===== src/rtl/hazard_fwd_ctrl_if.sv =====
// Handshake bundle between the ID/EX pipeline control and the hazard/forwarding controller.
// The pipeline side is the master; the controller is the slave.
interface hazard_fwd_ctrl_if;
  logic       id_valid;
  logic [4:0] id_rs;
  logic [4:0] id_rt;
  logic       id_use_rs;
  logic       id_use_rt;
  logic       id_wr;
  logic [4:0] id_rd;
  logic       id_load;
  logic       id_md_start;
  logic       id_use_hilo;
  logic       ex_branch_taken;
  logic       stall_if_id;
  logic       bubble_ex;
  logic       flush_if_id;
  logic [1:0] fwd_a_sel;
  logic [1:0] fwd_b_sel;
  logic       md_busy;

  modport master (
    output id_valid, id_rs, id_rt, id_use_rs, id_use_rt, id_wr, id_rd,
           id_load, id_md_start, id_use_hilo, ex_branch_taken,
    input  stall_if_id, bubble_ex, flush_if_id, fwd_a_sel, fwd_b_sel, md_busy
  );

  modport slave (
    input  id_valid, id_rs, id_rt, id_use_rs, id_use_rt, id_wr, id_rd,
           id_load, id_md_start, id_use_hilo, ex_branch_taken,
    output stall_if_id, bubble_ex, flush_if_id, fwd_a_sel, fwd_b_sel, md_busy
  );
endinterface


===== src/rtl/hazard_fwd_ctrl.sv =====
// Hazard controller: registered EX operand forwarding selects, load-use and mul/div stalls, branch flush.
// HAZ_FORWARD_EN defined enables forwarding; undefined, every EX/MEM dependence stalls and selects stay 00.
module hazard_fwd_ctrl #(
  parameter int MD_LATENCY = 32
) (
  input  logic             i_clk,
  input  logic             i_rst,
  hazard_fwd_ctrl_if.slave hz
);
  localparam logic [7:0] LP_MD_LAT = 8'(MD_LATENCY);

  // Only fields with a consumer are kept: the register file is write-first, so WB is never
  // compared, and load-use only inspects the EX load flag.
  logic       r_ex_wr;
  logic [4:0] r_ex_rd;
  logic       r_ex_load;
  logic       r_mem_wr;
  logic [4:0] r_mem_rd;
  logic [7:0] r_md_cnt;

  logic w_a_ex, w_b_ex, w_a_mem, w_b_mem;
  logic w_load_use, w_dep_stall, w_md_busy, w_md_stall, w_any_stall;
  logic w_bubble, w_stall, w_md_load;

  assign w_a_ex  = hz.id_use_rs & r_ex_wr  & (r_ex_rd  != 5'd0) & (r_ex_rd  == hz.id_rs);
  assign w_b_ex  = hz.id_use_rt & r_ex_wr  & (r_ex_rd  != 5'd0) & (r_ex_rd  == hz.id_rt);
  assign w_a_mem = hz.id_use_rs & r_mem_wr & (r_mem_rd != 5'd0) & (r_mem_rd == hz.id_rs);
  assign w_b_mem = hz.id_use_rt & r_mem_wr & (r_mem_rd != 5'd0) & (r_mem_rd == hz.id_rt);

  assign w_load_use = hz.id_valid & r_ex_load & (w_a_ex | w_b_ex);

`ifdef HAZ_FORWARD_EN
  assign w_dep_stall = w_load_use;
`else
  assign w_dep_stall = w_load_use | (hz.id_valid & (w_a_ex | w_b_ex | w_a_mem | w_b_mem));
`endif

  assign w_md_busy   = (r_md_cnt != 8'd0);
  assign w_md_stall  = hz.id_valid & w_md_busy & (hz.id_use_hilo | hz.id_md_start);
  assign w_any_stall = w_dep_stall | w_md_stall;

  // A taken branch wins: the PC redirect must load, so the stall is dropped.
  assign w_bubble = ~i_rst & (hz.ex_branch_taken | w_any_stall);
  assign w_stall  = ~i_rst & ~hz.ex_branch_taken & w_any_stall;

  assign hz.flush_if_id = ~i_rst & hz.ex_branch_taken;
  assign hz.stall_if_id = w_stall;
  assign hz.bubble_ex   = w_bubble;
  assign hz.md_busy     = w_md_busy;

  assign w_md_load = hz.id_valid & hz.id_md_start & ~w_stall & ~hz.ex_branch_taken;

  always_ff @(posedge i_clk) begin
    if (i_rst) begin
      r_ex_wr   <= 1'b0;
      r_ex_rd   <= 5'd0;
      r_ex_load <= 1'b0;
      r_mem_wr  <= 1'b0;
      r_mem_rd  <= 5'd0;
    end else begin
      r_mem_wr <= r_ex_wr;
      r_mem_rd <= r_ex_rd;
      if (hz.id_valid & ~w_bubble) begin
        r_ex_wr   <= hz.id_wr;
        r_ex_rd   <= hz.id_rd;
        r_ex_load <= hz.id_load;
      end else begin
        r_ex_wr   <= 1'b0;
        r_ex_rd   <= 5'd0;
        r_ex_load <= 1'b0;
      end
    end
  end

  always_ff @(posedge i_clk) begin
    if (i_rst) begin
      r_md_cnt <= 8'd0;
    end else if (w_md_load) begin
      r_md_cnt <= LP_MD_LAT;
    end else if (r_md_cnt != 8'd0) begin
      r_md_cnt <= r_md_cnt - 8'd1;
    end
  end

`ifdef HAZ_FORWARD_EN
  logic [1:0] r_fwd_a;
  logic [1:0] r_fwd_b;

  // The EX producer is younger than the MEM one, so it wins.
  function automatic logic [1:0] f_sel(input logic ex_hit, input logic mem_hit);
    if (ex_hit)       return 2'b10;
    else if (mem_hit) return 2'b01;
    else              return 2'b00;
  endfunction

  always_ff @(posedge i_clk) begin
    if (i_rst) begin
      r_fwd_a <= 2'b00;
      r_fwd_b <= 2'b00;
    end else if (w_bubble) begin
      r_fwd_a <= 2'b00;
      r_fwd_b <= 2'b00;
    end else begin
      r_fwd_a <= f_sel(w_a_ex, w_a_mem);
      r_fwd_b <= f_sel(w_b_ex, w_b_mem);
    end
  end

  assign hz.fwd_a_sel = r_fwd_a;
  assign hz.fwd_b_sel = r_fwd_b;
`else
  assign hz.fwd_a_sel = 2'b00;
  assign hz.fwd_b_sel = 2'b00;
`endif
endmodule

===== src/flat_wrapper.sv =====
// flat-port wrapper written by rule: the top's interface ports become plain ports
module hazard_fwd_ctrl_flat 
#(
  parameter int MD_LATENCY = 32
)
  (i_clk, i_rst, hz_id_valid, hz_id_rs, hz_id_rt, hz_id_use_rs, hz_id_use_rt, hz_id_wr, hz_id_rd, hz_id_load, hz_id_md_start, hz_id_use_hilo, hz_ex_branch_taken, hz_stall_if_id, hz_bubble_ex, hz_flush_if_id, hz_fwd_a_sel, hz_fwd_b_sel, hz_md_busy);
  hazard_fwd_ctrl_if hz_i ();
  input  logic i_clk;
  input  logic i_rst;
  input wire logic [$bits(hz_i.id_valid)-1:0] hz_id_valid;
  input wire logic [$bits(hz_i.id_rs)-1:0] hz_id_rs;
  input wire logic [$bits(hz_i.id_rt)-1:0] hz_id_rt;
  input wire logic [$bits(hz_i.id_use_rs)-1:0] hz_id_use_rs;
  input wire logic [$bits(hz_i.id_use_rt)-1:0] hz_id_use_rt;
  input wire logic [$bits(hz_i.id_wr)-1:0] hz_id_wr;
  input wire logic [$bits(hz_i.id_rd)-1:0] hz_id_rd;
  input wire logic [$bits(hz_i.id_load)-1:0] hz_id_load;
  input wire logic [$bits(hz_i.id_md_start)-1:0] hz_id_md_start;
  input wire logic [$bits(hz_i.id_use_hilo)-1:0] hz_id_use_hilo;
  input wire logic [$bits(hz_i.ex_branch_taken)-1:0] hz_ex_branch_taken;
  output wire logic [$bits(hz_i.stall_if_id)-1:0] hz_stall_if_id;
  output wire logic [$bits(hz_i.bubble_ex)-1:0] hz_bubble_ex;
  output wire logic [$bits(hz_i.flush_if_id)-1:0] hz_flush_if_id;
  output wire logic [$bits(hz_i.fwd_a_sel)-1:0] hz_fwd_a_sel;
  output wire logic [$bits(hz_i.fwd_b_sel)-1:0] hz_fwd_b_sel;
  output wire logic [$bits(hz_i.md_busy)-1:0] hz_md_busy;
  assign hz_i.id_valid = hz_id_valid;
  assign hz_i.id_rs = hz_id_rs;
  assign hz_i.id_rt = hz_id_rt;
  assign hz_i.id_use_rs = hz_id_use_rs;
  assign hz_i.id_use_rt = hz_id_use_rt;
  assign hz_i.id_wr = hz_id_wr;
  assign hz_i.id_rd = hz_id_rd;
  assign hz_i.id_load = hz_id_load;
  assign hz_i.id_md_start = hz_id_md_start;
  assign hz_i.id_use_hilo = hz_id_use_hilo;
  assign hz_i.ex_branch_taken = hz_ex_branch_taken;
  assign hz_stall_if_id = hz_i.stall_if_id;
  assign hz_bubble_ex = hz_i.bubble_ex;
  assign hz_flush_if_id = hz_i.flush_if_id;
  assign hz_fwd_a_sel = hz_i.fwd_a_sel;
  assign hz_fwd_b_sel = hz_i.fwd_b_sel;
  assign hz_md_busy = hz_i.md_busy;
  hazard_fwd_ctrl #(.MD_LATENCY(MD_LATENCY)) u_core (.i_clk(i_clk), .i_rst(i_rst), .hz(hz_i));
endmodule

===== config.mk =====
export PLATFORM = sky130hd
export DESIGN_NAME = hazard_fwd_ctrl_flat
export DESIGN_NICKNAME = d
export VERILOG_FILES = /design/src/rtl/hazard_fwd_ctrl_if.sv /design/src/rtl/hazard_fwd_ctrl.sv /design/src/flat_wrapper.sv
export SDC_FILE = /design/constraint.sdc
export NUM_CORES = 1
export LEC_CHECK = 0
export ABC_AREA = 1
export CELL_PAD_IN_SITES_DETAIL_PLACEMENT = 2
export CELL_PAD_IN_SITES_GLOBAL_PLACEMENT = 2
export CORE_UTILIZATION = 25
export DETAILED_ROUTE_END_ITERATION = 8
export PLACE_DENSITY_LB_ADDON = 0.1
export SETUP_SLACK_MARGIN = 0.05
export SYNTH_ARGS = -nofsm -noshare
export SYNTH_HDL_FRONTEND = slang
export SYNTH_SLANG_ARGS = --single-unit
export TNS_END_PERCENT = 5

===== constraint.sdc =====
create_clock -name i_clk -period 2.2 [get_ports i_clk]
set_input_delay 0.66 -clock i_clk [delete_from_list [all_inputs] [get_ports i_clk]]
set_output_delay 0.66 -clock i_clk [all_outputs]
set_load 0.1 [all_outputs]

==> impl_metrics.ini, run 1 <==
[setup_path]
setup.worst_path.start = hz_id_rs[2]
path_max_fanout = 3
r2r_setup_slack_ps = 530
start_kind = primary input
cp_slowest_cell = a31o_4
cp_top_family = simple AND/OR/NAND/NOR gates
worstPathRequired_ps = 1540
critPathArrivalTime_ps = 1720
r2r_cells = 11
crit_type = primary input to primary output
reg2reg_from = u_core.r_md_cnt[1]
crit_end = hz_bubble_ex
end_kind = primary output
cp_num_buf_inv = 3
r2r-end = u_core.r_ex_rd[2]
crit_cells = 11
cpMostUsedCell = nand2_1
path_cells = buf_6 > inv_2 > nand2_1 > nand2_1 > nor2_1 > nand3_1 > nand2_1 > nand2_2 > nand3_4 > a31o_4 > buf_12
max_stage_delay_ps = 240

[final_layout]
fillers = 592
finish.utilization = 0.426
register_area_um2 = 415
finalNetCount = 283
layout-drive-gt1-share = 0.461
diodes = 0
syn2layout_area_growth_pct = 59.8
multi_input_comb_area_um2 = 866

[yosys]
synth.avg_cell_area_um2 = 6.26
post-synth-top-count-cell = nand2_1
synthCells = 208
synth_top_area_frac = 0.308
yosysTopAreaCell = dfxtp_1
ys_ff_latch = 20
synth_area_leaders = dfxtp_1, nand2_1, nor2_1
synth_cell_types = 27
postSynth.asyncResetShare = 0
synth_top_cells_by_count = nand2_1, nor2_1, inv_1
synth_edf_count = 0
ys.flop_type = dfxtp_1
yosysWarnings = 0
synthesis.area_mm2 = 0.00130
ys_seq_area_frac = 0.308

[route]
routed.top_layer = met4
drc = 0
met1Wirelength_mm = 2.08
dr_total_vias = 1423
wl_mm = 4.68
wl_per_cell_um = 14.5
dr.pass1.iters = 4
viasPerCell = 4.41
drtAntennaViolNets = 0
wl_met3_um = 131
dr.first_iter.drc_count = 14
wl_met2_mm = 2.39

[clock_tree]
cts_root_buf = clkbuf_8
clkLatencyLatePin_ps = 280
clockBufferDepth = 2
holdBufCountCts = 0
cts_max_level = 1
numCtsBuffers = 3
path_clk_slew_ps = 80
cts_tree = built
cts.sinks = 20

[floorplan]
core_area_mm2 = 0.00488
num_io_pins = 33
rows = 25
die_area_mm2 = 0.00550
dieHeight_um = 74.1
start_util = 0.267
die_w_um = 74.1

[power]
leakage_nw = 1.01
peakVddDrop_v = 0.000757
power_density_mw_per_mm2 = 946

[sta]
min_period_ps = 2380
rsz0062_at_grt = true
period_share = 1.08
hold_viol = 0
finalMaxSlewViolations = 0
clock.fmax_ghz = 0.420
setup_ws_ps = -182
skew_ps = 13.7
setup_viol = 2

[placed_design]
pre_cts_ws_ps = -672
gp_congestion = 0.756
hpwl_mm = 3.68
portBuffers = 27

[grt]
grt_pass1_vias = 1628
grt_max_degree = 13
grt_pass1_wl_mm = 7.47
grt.total_usage = 0.182
antenna_found_initial = 0
grt-ovfl-total = 0

[run_status]
violations = negative setup slack
outcome = complete, but fails checks

[worst_hold_path]
min-delay-start = u_core.r_ex_wr
min_path_type = flip-flop to flip-flop

[flow_run]
maxCapViolations = 0
[layout by cell type (no fill, tap or decap), types with 2 or more instances in the layout]
cell type | netlist | routed
xor2_1 | 3 | 2
inv_2 | 9 | 15
buf_12 | 0 | 4
clkdlybuf4s50_1 | 0 | 7
dfxtp_4 | 0 | 2
nor2_1 | 36 | 30
nor2_4 | 2 | 5
nand2_2 | 3 | 17
nand2_8 | 1 | 2
nor2_2 | 7 | 10
buf_6 | 0 | 10
nor3_1 | 2 | 2
buf_4 | 4 | 19
inv_1 | 31 | 18
a21oi_1 | 4 | 4
nand2_4 | 2 | 3
nand3_1 | 8 | 6
dfxtp_1 | 20 | 12
dfxtp_2 | 0 | 6
inv_4 | 0 | 4
conb_1 | 1 | 4
o21ai_0 | 5 | 4
dlygate4sd2_1 | 0 | 3
buf_8 | 0 | 2
nand2_1 | 60 | 44
nand3_2 | 1 | 2
clkbuf_8 | 0 | 3
[cell type report]
cell class / count / area share
Multi-Input combinational cell: 146 / 0.416
Timing Repair Buffer: 46 / 0.224
Sequential cell: 20 / 0.200
Inverter: 40 / 0.0848
Tap cell: 67 / 0.0403
Clock buffer: 3 / 0.0199
Clock inverter: 1 / 0.0144
[how the worst min path moves through the flow]
| stage | endpoint | slack [ps] | depth (start not counted) |
|---|---|---|---|
| 5_1_grt | u_core.r_mem_wr | 490 | 2 |
| 4_1_cts | u_core.r_mem_wr | 460 | 2 |
| 2_1_floorplan | u_core.r_mem_wr | 420 | 2 |
| 3_3_place_gp | u_core.r_mem_wr | 430 | 2 |
| 6_report | u_core.r_mem_wr | 450 | 2 |
| 3_5_place_dp | u_core.r_mem_wr | 450 | 2 |
[worst min-delay path: cells and delay by family (launching register included)]
family	cells	cell delay (ps)
buffers and inverters	1	60
flip-flops	1	330
AND/OR/NAND/NOR	1	30
[report_power, final]
| group | leakage (nW) | switching (mW) | internal [mW] | total [mW] |
|---|---|---|---|---|
| Sequential | 0.167 | 0.0599 | 0.422 | 0.482 |
| Combinational | 0.811 | 0.644 | 0.451 | 1.09 |
| Clock | 0.0357 | 0.148 | 0.244 | 0.391 |
| Total | 1.01 | 0.852 | 1.12 | 1.97 |
[cells by family (layout without fill, tap and decap cells)]
logic type / Yosys count / count (layout) / share of synthesized area
xor gates and xnor gates: 3 / 3 / 0.0202
buffers and inverters: 45 / 90 / 0.142
adders and majority gates: 1 / 1 / 0.00961
DFF: 20 / 20 / 0.308
AOI/OAI and AO/OA: 14 / 14 / 0.0712
and+or+nand+nor: 124 / 124 / 0.446
other: 1 / 4 / 0.00288
[registers in the layout, indices dropped and copies added (netlist names)]
register	count
u_core.r_mem_wr	1
u_core.r_mem_rd	5
u_core.r_md_cnt	8
u_core.r_ex_wr	1
u_core.r_ex_rd	5
[timing repair]
item,in CTS,in global routing
gates resized for setup,89,32
buffers inserted,4,4
endpoints found under the setup margin,8,4
pin swaps,29,20
[per-layer routing]
metal | track usage | up-vias
met5 | 0 | -
li1 | - | 710
met3 | 0.0257 | 7
met2 | 0.335 | 28
met1 | 0.217 | 678
met4 | 0.0556 | 0
[per-stage QoR]
step	total power, mW	hold WS, ps	area, um2	std cells	TNS, ps
global placement	1.36	432	1820	311	-2360
detailed placement	1.43	449	1820	311	-3270
global route	2.08	487	2080	323	-467
finish	1.97	453	2080	323	-334
floorplan	1.14	417	1390	211	-206
CTS	1.90	460	1950	319	-415
No activity file was read; power rests on OpenSTA's default activity.
==> inputs of run 2 (changes only) <==
==> constraint.sdc (replaced) <==
create_clock -name i_clk -period 2.7 [get_ports i_clk]
set_input_delay 0.81 -clock i_clk [delete_from_list [all_inputs] [get_ports i_clk]]
set_output_delay 0.81 -clock i_clk [all_outputs]
set_load 0.1 [all_outputs]
==> run 2 against run 1 <==
The run still ends with negative setup slack left. Total power down 25%. Via count fell by 2.2%. Sequential cell count did not move. Setup slack gained 180 ps. Critical path type unchanged. Largest power group unchanged.
==> impl_metrics.ini, run 2 (same netlist as run 1, synthesis figures left out) <==
[route]
met1Wirelength_mm = 1.89
drc = 0
wl_per_cell_um = 13.9
wl_mm = 4.41
drtAntennaViolNets = 0
dr.first_iter.drc_count = 26
viasPerCell = 4.38
wl_met2_mm = 2.34
dr.pass1.iters = 4
wl_met3_um = 139
routed.top_layer = met4
dr_total_vias = 1392

[grt]
grt-ovfl-total = 0
grt_pass1_wl_mm = 7.00
antenna_found_initial = 0
grt.total_usage = 0.171
grt_pass1_vias = 1539
grt_max_degree = 13

[clock_tree]
holdBufCountCts = 0
clkLatencyLatePin_ps = 270
numCtsBuffers = 3
cts_max_level = 1
path_clk_slew_ps = 90
cts_root_buf = clkbuf_8
cts_tree = built
cts.sinks = 20
clockBufferDepth = 2

[setup_path]
cp_top_family = simple AND/OR/NAND/NOR gates
path_cells = buf_8 > xor2_1 > nor2_1 > nand3_1 > nand2_1 > nand2_2 > nand3_4 > a31o_4 > buf_12
worstPathRequired_ps = 1890
end_kind = primary output
start_kind = primary input
cp_num_buf_inv = 2
crit_type = primary input to primary output
max_stage_delay_ps = 240
path_max_fanout = 2
r2r_cells = 12
crit_cells = 9
critPathArrivalTime_ps = 1900
cp_slowest_cell = a31o_4

[sta]
setup_viol = 1
period_share = 1.00
skew_ps = 11.9
rsz0062_at_grt = true
setup_ws_ps = -6.87
min_period_ps = 2710
hold_viol = 0
finalMaxSlewViolations = 0
holdWs_ps = 464
clock.fmax_ghz = 0.369

[run_status]
outcome = complete, but fails checks
violations = negative setup slack

[power]
power_density_mw_per_mm2 = 741
leakage_nw = 0.980
peakVddDrop_v = 0.000689

[final_layout]
finish.utilization = 0.408
top_regs = u_core.r_md_cnt (8), u_core.r_ex_rd (5), u_core.r_mem_rd (5)
multi_input_comb_area_um2 = 850
final_area_mm2 = 0.00199
layout-drive-gt1-share = 0.442
syn2layout_area_growth_pct = 53.2
finalNetCount = 278
largest-register = u_core.r_md_cnt
layout_common_cells = nand2_1, nand2_2, nor2_1, inv_1, dfxtp_1
fillers = 597
diodes = 0
largest_reg_flops = 8
register_area_um2 = 400
final_common_cell = nand2_1

[floorplan]
num_io_pins = 33
core_area_mm2 = 0.00488
rows = 25
die_w_um = 74.1
dieHeight_um = 74.1
start_util = 0.267
die_area_mm2 = 0.00550

[flow_run]
maxCapViolations = 0

[placed_design]
place_area_mm2 = 0.00176
gp_congestion = 0.729
hpwl_mm = 3.49
portBuffers = 27

[worst_hold_path]
min_path_type = flip-flop to flip-flop
min_delay_path_depth = 2
## run 2: final timing paths
check	slack [ps]	startpoint	endpoint
worst max-delay path	-7	hz_id_rs[0]	hz_bubble_ex
worst min-delay path	460	u_core.r_ex_wr	u_core.r_mem_wr
worst max register to register	1010	u_core.r_md_cnt[0]	u_core.r_md_cnt[2]
worst min register to register	460	u_core.r_ex_wr	u_core.r_mem_wr
## run 2: cell type report
type / instances / area share
clock buffer: 3 / 0.0207
clock inverter: 1 / 0.0151
inverter: 40 / 0.0847
multi-input combinational: 146 / 0.426
sequential: 20 / 0.201
tap: 67 / 0.0421
timing repair buffer: 41 / 0.210
## run 2: repair_timing
| item | CTS | global route |
|---|---|---|
| endpoints found under the setup margin | 3 | 3 |
| gates resized for setup | 68 | 55 |
| pin swaps | 16 | 31 |
| buffers inserted | 1 | 4 |
## run 2: through the flow
stage	cells	setup TNS, ps	setup WS [ps]	power (mW)
after floorplan	211	0	14.2	0.874
after global placement	309	-950	-459	1.05
after detailed placement	309	-1060	-505	1.11
after CTS	314	-92.6	-61.7	1.42
after global routing	318	-94.6	-63.3	1.56
final	318	-6.87	-6.87	1.48
## run 2: worst register-to-register path, delay by kind of cell, from the launching register on
family          cells  cell delay, ps
simple gates        8             760
flops               1             300
fa+ha+maj           1             220
buf+inv             2             230
compound gates      1              80
## run 2: power by group
group / total, mW / internal (mW) / switching (mW)
combinational: 0.790 / 0.302 / 0.487
clock: 0.307 / 0.198 / 0.108
sequential: 0.381 / 0.340 / 0.0405
## run 2: layer usage
layer / track usage / up-vias
met5: 0 / -
met4: 0.0641 / 0
met3: 0.0230 / 4
met2: 0.321 / 29
met1: 0.195 / 660
li1: - / 699
==> inputs of run 3 (changes only) <==
==> constraint.sdc (replaced) <==
create_clock -name i_clk -period 2.7 [get_ports i_clk]
set_input_delay 0.81 -clock i_clk [delete_from_list [all_inputs] [get_ports i_clk]]
set_output_delay 0.81 -clock i_clk [all_outputs]
set_load 0.02 [all_outputs]
==> run 3 against run 2 <==
The flow now finishes without violations. Sequential cell count unchanged. Maximum frequency increased by 1.9%. Design area decreased by 3.9%. First-iteration DRC count increased by 15%. Sequential share of layout area increased by 0.81 points. Via count decreased by 0.65%. Clock skew decreased by 7.0 ps. Worst hold slack improved by 1.5 ps. Register-to-register slack about the same. Critical endpoint unchanged. Largest power group unchanged.
==> impl_metrics.ini, run 3 (same netlist as run 1, synthesis figures left out) <==
[sta]
clock.fmax_ghz = 0.377
holdWs_ps = 465
min_period_ps = 2660
hold_viol = 0
finalMaxSlewViolations = 0
period_share = 0.984
skew_ps = 4.92
setup_ws_ps = 44.5
setup_viol = 0
rsz0062_at_grt = true

[floorplan]
start_util = 0.267
die_area_mm2 = 0.00550
rows = 25
die_w_um = 74.1
dieHeight_um = 74.1
num_io_pins = 33
core_area_mm2 = 0.00488

[run_status]
outcome = finished, final reports clean

[route]
dr.pass1.iters = 3
viasPerCell = 4.34
dr_total_vias = 1383
dr.first_iter.drc_count = 30
wl_per_cell_um = 14.5
wl_mm = 4.64
drc = 0
drtAntennaViolNets = 0

[clock_tree]
cts_tree = built
clkLatencyLatePin_ps = 270
clockBufferDepth = 2
cts_max_level = 1
cts.sinks = 20
numCtsBuffers = 3
cts_root_buf = clkbuf_8
path_clk_slew_ps = 80
holdBufCountCts = 0

[final_layout]
finalNetCount = 279
syn2layout_area_growth_pct = 47.2
final_common_cell = nand2_1
final_area_mm2 = 0.00192
layout_common_cells = nand2_1, nor2_1, inv_1, dfxtp_1
fillers = 598
largest_reg_flops = 8
diodes = 0
largest-register = u_core.r_md_cnt
top_regs = u_core.r_md_cnt (8), u_core.r_ex_rd (5), u_core.r_mem_rd (5)
layout-drive-gt1-share = 0.397
finish.utilization = 0.393

[grt]
grt-ovfl-total = 0
grt_max_degree = 12
grt_pass1_wl_mm = 7.12
grt_pass1_vias = 1527
grt.total_usage = 0.175
antenna_found_initial = 0

[setup_path]
max_stage_delay_ps = 230
cp_num_buf_inv = 3
worstPathRequired_ps = 1890
path_cells = buf_8 > inv_8 > nand2_4 > nand2_2 > nor2_2 > nand3_1 > nand2_1 > nand2_2 > nand3_4 > a31o_4 > buf_6
path_max_fanout = 3
crit_type = primary input to primary output
cp_top_family = simple AND/OR/NAND/NOR gates
start_kind = primary input
critPathArrivalTime_ps = 1850
cpMostUsedCell = nand2_2
cp_slowest_cell = a31o_4
end_kind = primary output

[worst_hold_path]
min_path_type = flip-flop to flip-flop

[flow_run]
maxCapViolations = 0

[power]
peakVddDrop_v = 0.000327
power_density_mw_per_mm2 = 644
leakage_nw = 0.991

[placed_design]
hpwl_mm = 3.64
place_area_mm2 = 0.00171
pre_cts_ws_ps = -919
gp_congestion = 0.819
portBuffers = 27
-- run 3: cell count changes in the layout (fill, tap and decap cells not counted), moves of 2 or more --
cell,delta
nand3_1,-2
buf_12,-4
nand2_1,+10
nor2_1,+4
inv_4,-5
buf_2,+5
nand2_2,-12
nor2_2,-3
nand2_4,+2
nand3_2,+2
inv_8,+2
inv_2,+4
-- run 3: report_power, final --
| group | switching (mW) | internal [mW] | leakage (nW) |
|---|---|---|---|
| Clock | 0.110 | 0.130 | 0.0288 |
| Combinational | 0.357 | 0.255 | 0.799 |
| Sequential | 0.0425 | 0.340 | 0.163 |
| Total | 0.509 | 0.725 | 0.991 |
-- run 3: worst reg2reg max path: stages, from the launching register on --
cell and delay, ps:
dfxtp_1 490, inv_2 90, nand2_1 120, o21ai_2 60
nor2_1 90, nand3_1 90, nand2_1 90, nand2_2 80
nand3_4 80, nand2_2 70, buf_4 140, nand2_4 80
nand2_8 80, nor2_2 90
-- run 3: per-layer routing --
| layer | share of wire | GRT usage | vias to the layer above |
|---|---|---|---|
| li1 | - | - | 699 |
| met1 | 0.43 | 0.208 | 652 |
| met2 | 0.53 | 0.328 | 28 |
| met3 | 0.037 | 0.0298 | 4 |
| met4 | 0.0082 | 0.0321 | 0 |
| met5 | 0 | 0 | - |
-- run 3: path summary, 6_finish.rpt --
check	from	to	slack, ps	cells after the start
worst max-delay path	hz_id_rt[2]	hz_bubble_ex	40	11
worst min register to register	u_core.r_ex_wr	u_core.r_mem_wr	470	2
worst min-delay path	u_core.r_ex_wr	u_core.r_mem_wr	470	2
worst max register to register	u_core.r_ex_rd[0]	u_core.r_md_cnt[1]	1000	13
-- run 3: cell type report --
type | instances | area [um2] | area share
inverters | 40 | 168 | 0.0875
well taps | 67 | 83.8 | 0.0438
multi-input cells | 146 | 846 | 0.442
clock buffers | 4 | 55.1 | 0.0287
repair buffers | 42 | 363 | 0.189
flip-flops and latches | 20 | 400 | 0.209
-- run 3: repair_timing --
| item | CTS | global route |
|---|---|---|
| resized for setup | 86 | 47 |
| setup buffers | 1 | 3 |
| setup endpoints to repair | 4 | 3 |
| pin swaps | 18 | 21 |
-- run 3: stage by stage --
| step | power, mW | setup TNS, ps | cells |
|---|---|---|---|
| floorplan | 0.761 | 0 | 211 |
| global placement | 0.931 | -1950 | 311 |
| detailed placement | 0.979 | -2150 | 311 |
| CTS | 1.22 | -34.1 | 316 |
| global route | 1.34 | -45.0 | 319 |
| finish | 1.23 | 0 | 319 |
